--- config.mk ---
export PLATFORM = sky130hd
export DESIGN_NAME = hpdmc_wb32_bridge
export DESIGN_NICKNAME = d
export VERILOG_FILES = /design/src/rtl/hpdmc_pkg.sv /design/src/rtl/hpdmc_wb32_linebuf.sv /design/src/rtl/hpdmc_wb32_bridge.sv
export SDC_FILE = /design/constraint.sdc
export NUM_CORES = 1
export LEC_CHECK = 0
export BUFFER_PORTS_ARGS = -buffer_cell sky130_fd_sc_hd__buf_2
export CELL_PAD_IN_SITES_DETAIL_PLACEMENT = 1
export CELL_PAD_IN_SITES_GLOBAL_PLACEMENT = 2
export CORE_MARGIN = 5
export CORE_UTILIZATION = 40
export CTS_BUF_LIST = sky130_fd_sc_hd__clkbuf_8
export DETAILED_ROUTE_END_ITERATION = 12
export PLACE_DENSITY_LB_ADDON = 0.05
export RECOVER_POWER = 50
export SLEW_MARGIN = 20
export SYNTH_ARGS = -nofsm -noshare
export SYNTH_HDL_FRONTEND = slang
export SYNTH_SLANG_ARGS = --single-unit
--- constraint.sdc ---
create_clock -name sys_clk -period 6.1 [get_ports sys_clk]
set_input_delay 1.22 -clock sys_clk [delete_from_list [all_inputs] [get_ports sys_clk]]
set_output_delay 1.22 -clock sys_clk [all_outputs]
set_load 0.01 [all_outputs]
--- src/rtl/hpdmc_pkg.sv ---
// Shared definitions for the 32-bit WISHBONE front-end of the memory controller:
// FSM state encoding, WISHBONE cycle-type codes and read-line geometry.
package hpdmc_pkg;

  typedef enum logic [1:0] {
    ST_IDLE  = 2'd0,
    ST_FILL  = 2'd1,
    ST_WRITE = 2'd2,
    ST_ACK   = 2'd3
  } state_e;

  localparam logic [2:0] CTI_CLASSIC = 3'b000;
  localparam logic [2:0] CTI_INCR    = 3'b010;
  localparam logic [2:0] CTI_END     = 3'b111;

  localparam int LINE_BEATS = 4;
  localparam int LINE_BYTES = 32;

endpackage

--- src/rtl/hpdmc_wb32_linebuf.sv ---
// One-line read buffer: four 64-bit beats, written whole during a burst fill or
// byte-masked by write-through hits, read asynchronously as 32-bit words.
module hpdmc_wb32_linebuf
  import hpdmc_pkg::*;
(
  input  logic        clk_i,
  input  logic        fill_we_i,
  input  logic [1:0]  fill_beat_i,
  input  logic [63:0] fill_dat_i,
  input  logic        upd_we_i,
  input  logic [2:0]  upd_idx_i,
  input  logic [3:0]  upd_sel_i,
  input  logic [31:0] upd_dat_i,
  input  logic [2:0]  rd_idx_i,
  output logic [31:0] rd_dat_o
);

  logic [63:0] mem_q [LINE_BEATS];
  logic [7:0]  upd_sel8;
  logic [63:0] upd_mask;
  logic [63:0] rd_beat;

  // Word-select 0 is the upper half of a beat (big-endian lane order).
  always_comb begin
    upd_sel8 = upd_idx_i[0] ? {4'b0000, upd_sel_i} : {upd_sel_i, 4'b0000};
    upd_mask = '0;
    for (int i = 0; i < 8; i++) begin
      upd_mask[8*i +: 8] = {8{upd_sel8[i]}};
    end
  end

  always_ff @(posedge clk_i) begin
    if (fill_we_i) begin
      mem_q[fill_beat_i] <= fill_dat_i;
    end else if (upd_we_i) begin
      mem_q[upd_idx_i[2:1]] <= (mem_q[upd_idx_i[2:1]] & ~upd_mask) |
                               ({upd_dat_i, upd_dat_i} & upd_mask);
    end
  end

  assign rd_beat  = mem_q[rd_idx_i[2:1]];
  assign rd_dat_o = rd_idx_i[0] ? rd_beat[31:0] : rd_beat[63:32];

endmodule

--- src/rtl/hpdmc_wb32_bridge.sv ---
// 32-bit WISHBONE slave to 64-bit memory port bridge with a one-line read buffer.
// Define HPDMC_WB32_NEXTADR_EN to drive the next-line address prediction sideband.
module hpdmc_wb32_bridge
  import hpdmc_pkg::*;
#(
  parameter int sdram_depth = 26
) (
  input  logic        sys_clk,
  input  logic        sys_rst,
  input  logic        invalidate,
  input  logic [31:0] s_adr_i,
  input  logic [31:0] s_dat_i,
  output logic [31:0] s_dat_o,
  input  logic [3:0]  s_sel_i,
  input  logic        s_cyc_i,
  input  logic        s_stb_i,
  input  logic        s_we_i,
  output logic        s_ack_o,
  output logic [31:0] m_adr_o,
  output logic [2:0]  m_cti_o,
  output logic [63:0] m_dat_o,
  input  logic [63:0] m_dat_i,
  output logic [7:0]  m_sel_o,
  output logic        m_cyc_o,
  output logic        m_stb_o,
  output logic        m_we_o,
  input  logic        m_ack_i,
  output logic        m_nextadr_valid_o,
  output logic [31:0] m_nextadr_o
);

  localparam int TAG_W = sdram_depth - 5;

  state_e           state_q, state_d;
  logic             valid_q, valid_d;
  logic [TAG_W-1:0] tag_q, tag_d;
  logic [1:0]       beat_q, beat_d;
  logic [31:2]      adr_q, adr_d;
  logic [31:0]      sdat_q, sdat_d;
  logic             inval_seen_q, inval_seen_d;
  logic             dropped_q, dropped_d;

  logic             fill_we;
  logic             upd_we;
  logic [2:0]       rd_idx;
  logic [31:0]      rd_dat;
  logic             idle_hit;
  logic             write_hit;
  logic             unused_ok;

  assign unused_ok = &{1'b0, s_adr_i[1:0]};

  // A coincident invalidate must win over a hit in the same cycle.
  assign idle_hit  = valid_q && !invalidate && (tag_q == s_adr_i[sdram_depth-1:5]);
  assign write_hit = valid_q && (tag_q == adr_q[sdram_depth-1:5]);

  always_comb begin
    state_d      = state_q;
    valid_d      = valid_q;
    tag_d        = tag_q;
    beat_d       = beat_q;
    adr_d        = adr_q;
    sdat_d       = sdat_q;
    inval_seen_d = inval_seen_q;
    dropped_d    = dropped_q;
    fill_we      = 1'b0;
    upd_we       = 1'b0;
    rd_idx       = adr_q[4:2];
    m_cyc_o      = 1'b0;
    m_stb_o      = 1'b0;
    m_we_o       = 1'b0;
    m_cti_o      = CTI_CLASSIC;
    m_sel_o      = 8'h00;
    m_adr_o      = 32'h0;
    m_dat_o      = 64'h0;

    unique case (state_q)
      ST_IDLE: begin
        rd_idx = s_adr_i[4:2];
        if (invalidate) valid_d = 1'b0;
        if (s_cyc_i && s_stb_i && !s_ack_o) begin
          adr_d = s_adr_i[31:2];
          if (s_we_i) begin
            state_d = ST_WRITE;
          end else if (idle_hit) begin
            sdat_d  = rd_dat;
            state_d = ST_ACK;
          end else begin
            beat_d       = 2'd0;
            valid_d      = 1'b0;
            inval_seen_d = 1'b0;
            dropped_d    = 1'b0;
            state_d      = ST_FILL;
          end
        end
      end

      // A burst cannot be aborted, so a vanished requester only suppresses the ack.
      ST_FILL: begin
        m_cyc_o = 1'b1;
        m_stb_o = 1'b1;
        m_sel_o = 8'hFF;
        m_adr_o = {adr_q[31:5], beat_q, 3'b000};
        m_cti_o = (beat_q == 2'd3) ? CTI_END : CTI_INCR;
        if (invalidate) inval_seen_d = 1'b1;
        if (!s_cyc_i) dropped_d = 1'b1;
        if (m_ack_i) begin
          fill_we = 1'b1;
          beat_d  = beat_q + 2'd1;
          if (beat_q == 2'd3) begin
            tag_d   = adr_q[sdram_depth-1:5];
            valid_d = !(inval_seen_q || invalidate);
            if (adr_q[4:3] == 2'd3) begin
              sdat_d = adr_q[2] ? m_dat_i[31:0] : m_dat_i[63:32];
            end else begin
              sdat_d = rd_dat;
            end
            state_d = (dropped_q || !s_cyc_i) ? ST_IDLE : ST_ACK;
          end
        end
      end

      ST_WRITE: begin
        m_cyc_o = 1'b1;
        m_stb_o = 1'b1;
        m_we_o  = 1'b1;
        m_adr_o = {adr_q[31:3], 3'b000};
        m_sel_o = adr_q[2] ? {4'b0000, s_sel_i} : {s_sel_i, 4'b0000};
        m_dat_o = {s_dat_i, s_dat_i};
        if (invalidate) valid_d = 1'b0;
        if (m_ack_i) begin
          upd_we  = write_hit;
          state_d = ST_ACK;
        end
      end

      ST_ACK: begin
        if (invalidate) valid_d = 1'b0;
        state_d = ST_IDLE;
      end

      default: state_d = ST_IDLE;
    endcase
  end

  always_ff @(posedge sys_clk) begin
    if (sys_rst) begin
      state_q      <= ST_IDLE;
      valid_q      <= 1'b0;
      tag_q        <= '0;
      beat_q       <= 2'd0;
      adr_q        <= '0;
      sdat_q       <= 32'h0;
      inval_seen_q <= 1'b0;
      dropped_q    <= 1'b0;
    end else begin
      state_q      <= state_d;
      valid_q      <= valid_d;
      tag_q        <= tag_d;
      beat_q       <= beat_d;
      adr_q        <= adr_d;
      sdat_q       <= sdat_d;
      inval_seen_q <= inval_seen_d;
      dropped_q    <= dropped_d;
    end
  end

  assign s_ack_o = (state_q == ST_ACK);
  assign s_dat_o = sdat_q;

`ifdef HPDMC_WB32_NEXTADR_EN
  assign m_nextadr_valid_o = (state_q == ST_FILL);
  assign m_nextadr_o       = {adr_q[31:5], 5'b00000} + 32'(LINE_BYTES);
`else
  assign m_nextadr_valid_o = 1'b0;
  assign m_nextadr_o       = 32'h0;
`endif

  hpdmc_wb32_linebuf u_linebuf (
    .clk_i       (sys_clk),
    .fill_we_i   (fill_we),
    .fill_beat_i (beat_q),
    .fill_dat_i  (m_dat_i),
    .upd_we_i    (upd_we),
    .upd_idx_i   (adr_q[4:2]),
    .upd_sel_i   (s_sel_i),
    .upd_dat_i   (s_dat_i),
    .rd_idx_i    (rd_idx),
    .rd_dat_o    (rd_dat)
  );

endmodule

==> impl_metrics.csv <==
group,metric,value,unit
setup_path,path_buf_inv,4,
power_and_ir_drop,p_clk_share,32.2,%
setup_path,cp_num_cells,9,
drt,wl_per_cell,25.21,um
yosys,synthXorXnorAreaFrac,2.035,%
global_routing,grt_pass1_vias,13630,
finish,syn2layout_area_growth,15.31,%
die,io_pins,315,
global_routing,grt_max_degree,50,
sta,finalMaxSlewViolations,119,
cts,clockBufferDepth,3,
global_routing,grtUsageTotal,22.49,%
sta,rsz0062_at_grt,"no",
cts,cts_sinks,348,
power_and_ir_drop,ir_worst_vdd,0.1614,mV
power_and_ir_drop,p_switching,2.072,mW
drt,wirelength,57140,um
yosys,synth_top_family_by_area,"multiplexers",
placed_design,dpl.hpwl,36850,um
sta,min_period_over_period,81.82,%
worst_hold_path,min_path_type,"flop to flop",
setup_path,crit_fanout,35,
setup_path,crit_chain,"inv_1 > ha_1 > inv_1 > and4_1 > nand4_1 > nor4_4 > buf_4 > o2bb2ai_1 > clkbuf_1",
setup_path,path_common_cell,"inv_1",
cts,cts_buffers,61,
sta,setup_slack,1.109,ns
sta,setup_tns,0,ns
die,die_h,222.6,um
sta,clock_skew,0.01996,ns
power_and_ir_drop,p_per_area,319.1,nW/um^2
yosys,avgSynthCellArea,13.10,sq um
yosys,synth-seq-cells,348,
sta,hold_slack,0.4496,ns
sta,worst_pin_slew,2.520,ns
die,core-area,44410,sq um
drt,drtIter0Drc,585,
outcome,violations,"capacitance limit, slew limit",
placed_design,gp_congestion,0.7572,
yosys,synth_warnings,0,
placed_design,post-place-ws,1.940,ns
drt,drc,0,
yosys,syn_inst,1380,
yosys,synth_compound_area_share,8.072,%
yosys,synth.top_cell.area_share,42.53,%
cts,cts_resized,0,
sta,max_freq,200.4,MHz
cts,cts_tree,"yes",
yosys,synth_edf_count,256,
run,drv_cap,4,
setup_path,r2r_cells,9,
cts,post_cts_buffers,0,
sta,period_needed,4.991,ns
setup_path,required,6.31,ns
yosys,synth_area_leaders,"edfxtp_1 (43%), mux4_2 (12%), dfxtp_1 (10%), mux2_2 (8.2%), nand2_1 (3.8%)",
power_and_ir_drop,seqPwrFrac,41.6,%
worst_hold_path,whs_path_depth,2,
yosys,async_reset_ff_share,0,%
yosys,post_synth_and_or_nand_nor_area_fraction,7.636,%
setup_path,crit_family,"buffers and inverters",
die,initial_core_util,40.69,%
drt,drt_pass1_iterations,5,
sta,finalHoldViolations,0,
yosys,synthFlopType,"edfxtp_1",
setup_path,critPathKind,"flop to flop",
yosys,yosysSeqAreaShare,52.72,%
cts,path_clk_slew,0.06,ns
sta,slew_headroom,-67.99,%
finish,nNetsFinal,1762,
cts,cts.htree.levels,2,
setup_path,endpoint_kind,"flop",
power_and_ir_drop,p_leak,7.775,nW
drt,ant_nets,0,
setup_path,slowest_delay,1.75,ns
yosys,ys_types,51,
die,die_area,49540,sq um
finish,layout-drive-gt1-share,32.02,%
global_routing,grt_overflow,0,
cts,clock_latency,0.65,ns
outcome,status,"finished, violations left",
die,fp-row-count,77,
placed_design,io_buffers,276,
yosys,yosysTopAreaCell,"edfxtp_1",
drt,num_vias,12540,
global_routing,grt_pass1_wl,85910,um
setup_path,cp.arrival,5.20,ns
finish,fin_util,46.92,%
cts,root_buffer,"clkbuf_8",
setup_path,critPathSlowestCell,"clkbuf_1",
global_routing,grt_antenna_before_repair,2,
power_and_ir_drop,power,6.649,mW
setup_path,crit_path_start_kind,"flop",
power_and_ir_drop,p_sw_share,31.16,%
yosys,synth_mux_area_share,23.78,%
cts,postCtsHoldBufs,0,
sta,setup_viol,0,
yosys,mappedNetlistArea,18070,sq um
die,dieWidth,222.6,um
drt,drt-vias-per-instance,5.535,
power_and_ir_drop,power_frac_comb,26.2,%
power_and_ir_drop,internal_power,4.578,mW
yosys,synthAdderAreaFrac,0.3461,%
[final timing paths]
| check | end | start | slack [ns] |
|---|---|---|---|
| hold reg to reg | adr_q[26] | adr_q[26] | 0.45 |
| hold / removal | adr_q[26] | adr_q[26] | 0.45 |
| setup / recovery | u_linebuf.mem_q[2][6] | state_q[1] | 1.11 |
| setup reg to reg | u_linebuf.mem_q[2][6] | state_q[1] | 1.11 |
[layout make-up]
class / count / area [sq um]
clock inverters: 40 / 193.9
inverters: 10 / 37.54
clock buffers: 76 / 1046
diodes: 3 / 7.507
repair buffers: 304 / 1494
well taps: 592 / 740.7
fillers: 4655 / 23570
multi-input cells: 893 / 7780
flip-flops and latches: 348 / 9540
[flip-flops by register name, summed over array words and instances (netlist names), named ones only]
register	count
adr_q	30
u_linebuf.mem_q	256
s_dat_o	32
state_q	2
valid_q	1
tag_q	21
dropped_q	1
inval_seen_q	1
beat_q	2
[synthesized netlist by cell type (all sizes together) (2+ instances only)]
library cell / instances
a21boi: 2
and4: 5
edfxtp: 256
mux4: 96
a211o: 32
nand3: 6
nor2: 9
nor2b: 4
buf: 108
nand2b: 6
nand2: 181
nor3: 6
nor4: 9
a21oi: 97
dfxtp: 92
mux2i: 66
and2: 61
mux2: 131
a211oi: 4
a31o: 3
a22o: 32
ha: 5
nand4: 5
xor2: 31
clkbuf: 56
o22ai: 32
o311ai: 2
xnor2: 11
o21ai: 6
inv: 10
a31oi: 2
[logic make-up (layout without fill, tap and decap cells)]
| family | count (synthesis) | in the layout |
|---|---|---|
| muxes | 293 | 293 |
| other | 1 | 39 |
| adders and majority gates | 5 | 5 |
| and+or+nand+nor | 295 | 295 |
| DFF | 348 | 348 |
| AOI/OAI and AO/OA | 222 | 222 |
| xor gates and xnor gates | 42 | 42 |
| buffers and inverters | 174 | 430 |
[layout by cell type (no fill, tap or decap), types with 5 or more instances in the layout]
cell,count
a22o_1,32
nor2_1,9
and2_1,27
conb_1,36
o22ai_1,32
mux2_1,30
a21oi_1,96
buf_4,24
xor2_1,31
mux2i_1,65
inv_1,33
nor4_1,8
edfxtp_1,256
ha_1,5
buf_2,210
nand2b_1,6
dfxtp_1,89
clkinv_2,11
nand4_1,5
and2_0,34
clkbuf_1,70
nand2_1,181
xnor2_1,11
clkbuf_8,76
and4_1,5
mux4_2,96
o21ai_0,5
nor3_1,6
mux2_2,101
a211o_1,32
[stage by stage]
| step | instances | instance area [sq um] |
|---|---|---|
| after global routing | 2263 | 20830 |
| after CTS | 2263 | 20960 |
| final | 2266 | 20840 |
| after global placement | 2147 | 19720 |
| after floorplan | 1415 | 18210 |
| after detailed placement | 2147 | 19720 |
[worst min-delay path, cell delays in order (launching register included)]
cell and delay, ns:
dfxtp_1 0.30, nand2_1 0.05, a21oi_1 0.05
[metal layers]
metal	track usage (%)	wire, um	up-vias
met1	29.33	24500	6445
met4	6.522	1526	2
met3	4.210	2964	92
met5	0	13	-
met2	38.50	28130	367
li1	-	-	5636
[power groups by stage]
| stage | combinational (mW) | sequential, mW | clock, mW |
|---|---|---|---|
| after floorplan | 1.29 | 2.75 | 0 |
| after global placement | 1.76 | 2.81 | 0 |
| after detailed placement | 1.78 | 2.82 | 0 |
| after CTS | 1.79 | 2.77 | 2.21 |
| after global routing | 1.89 | 2.78 | 2.33 |
| final | 1.74 | 2.77 | 2.14 |
Power figures use the tool's default switching activity.
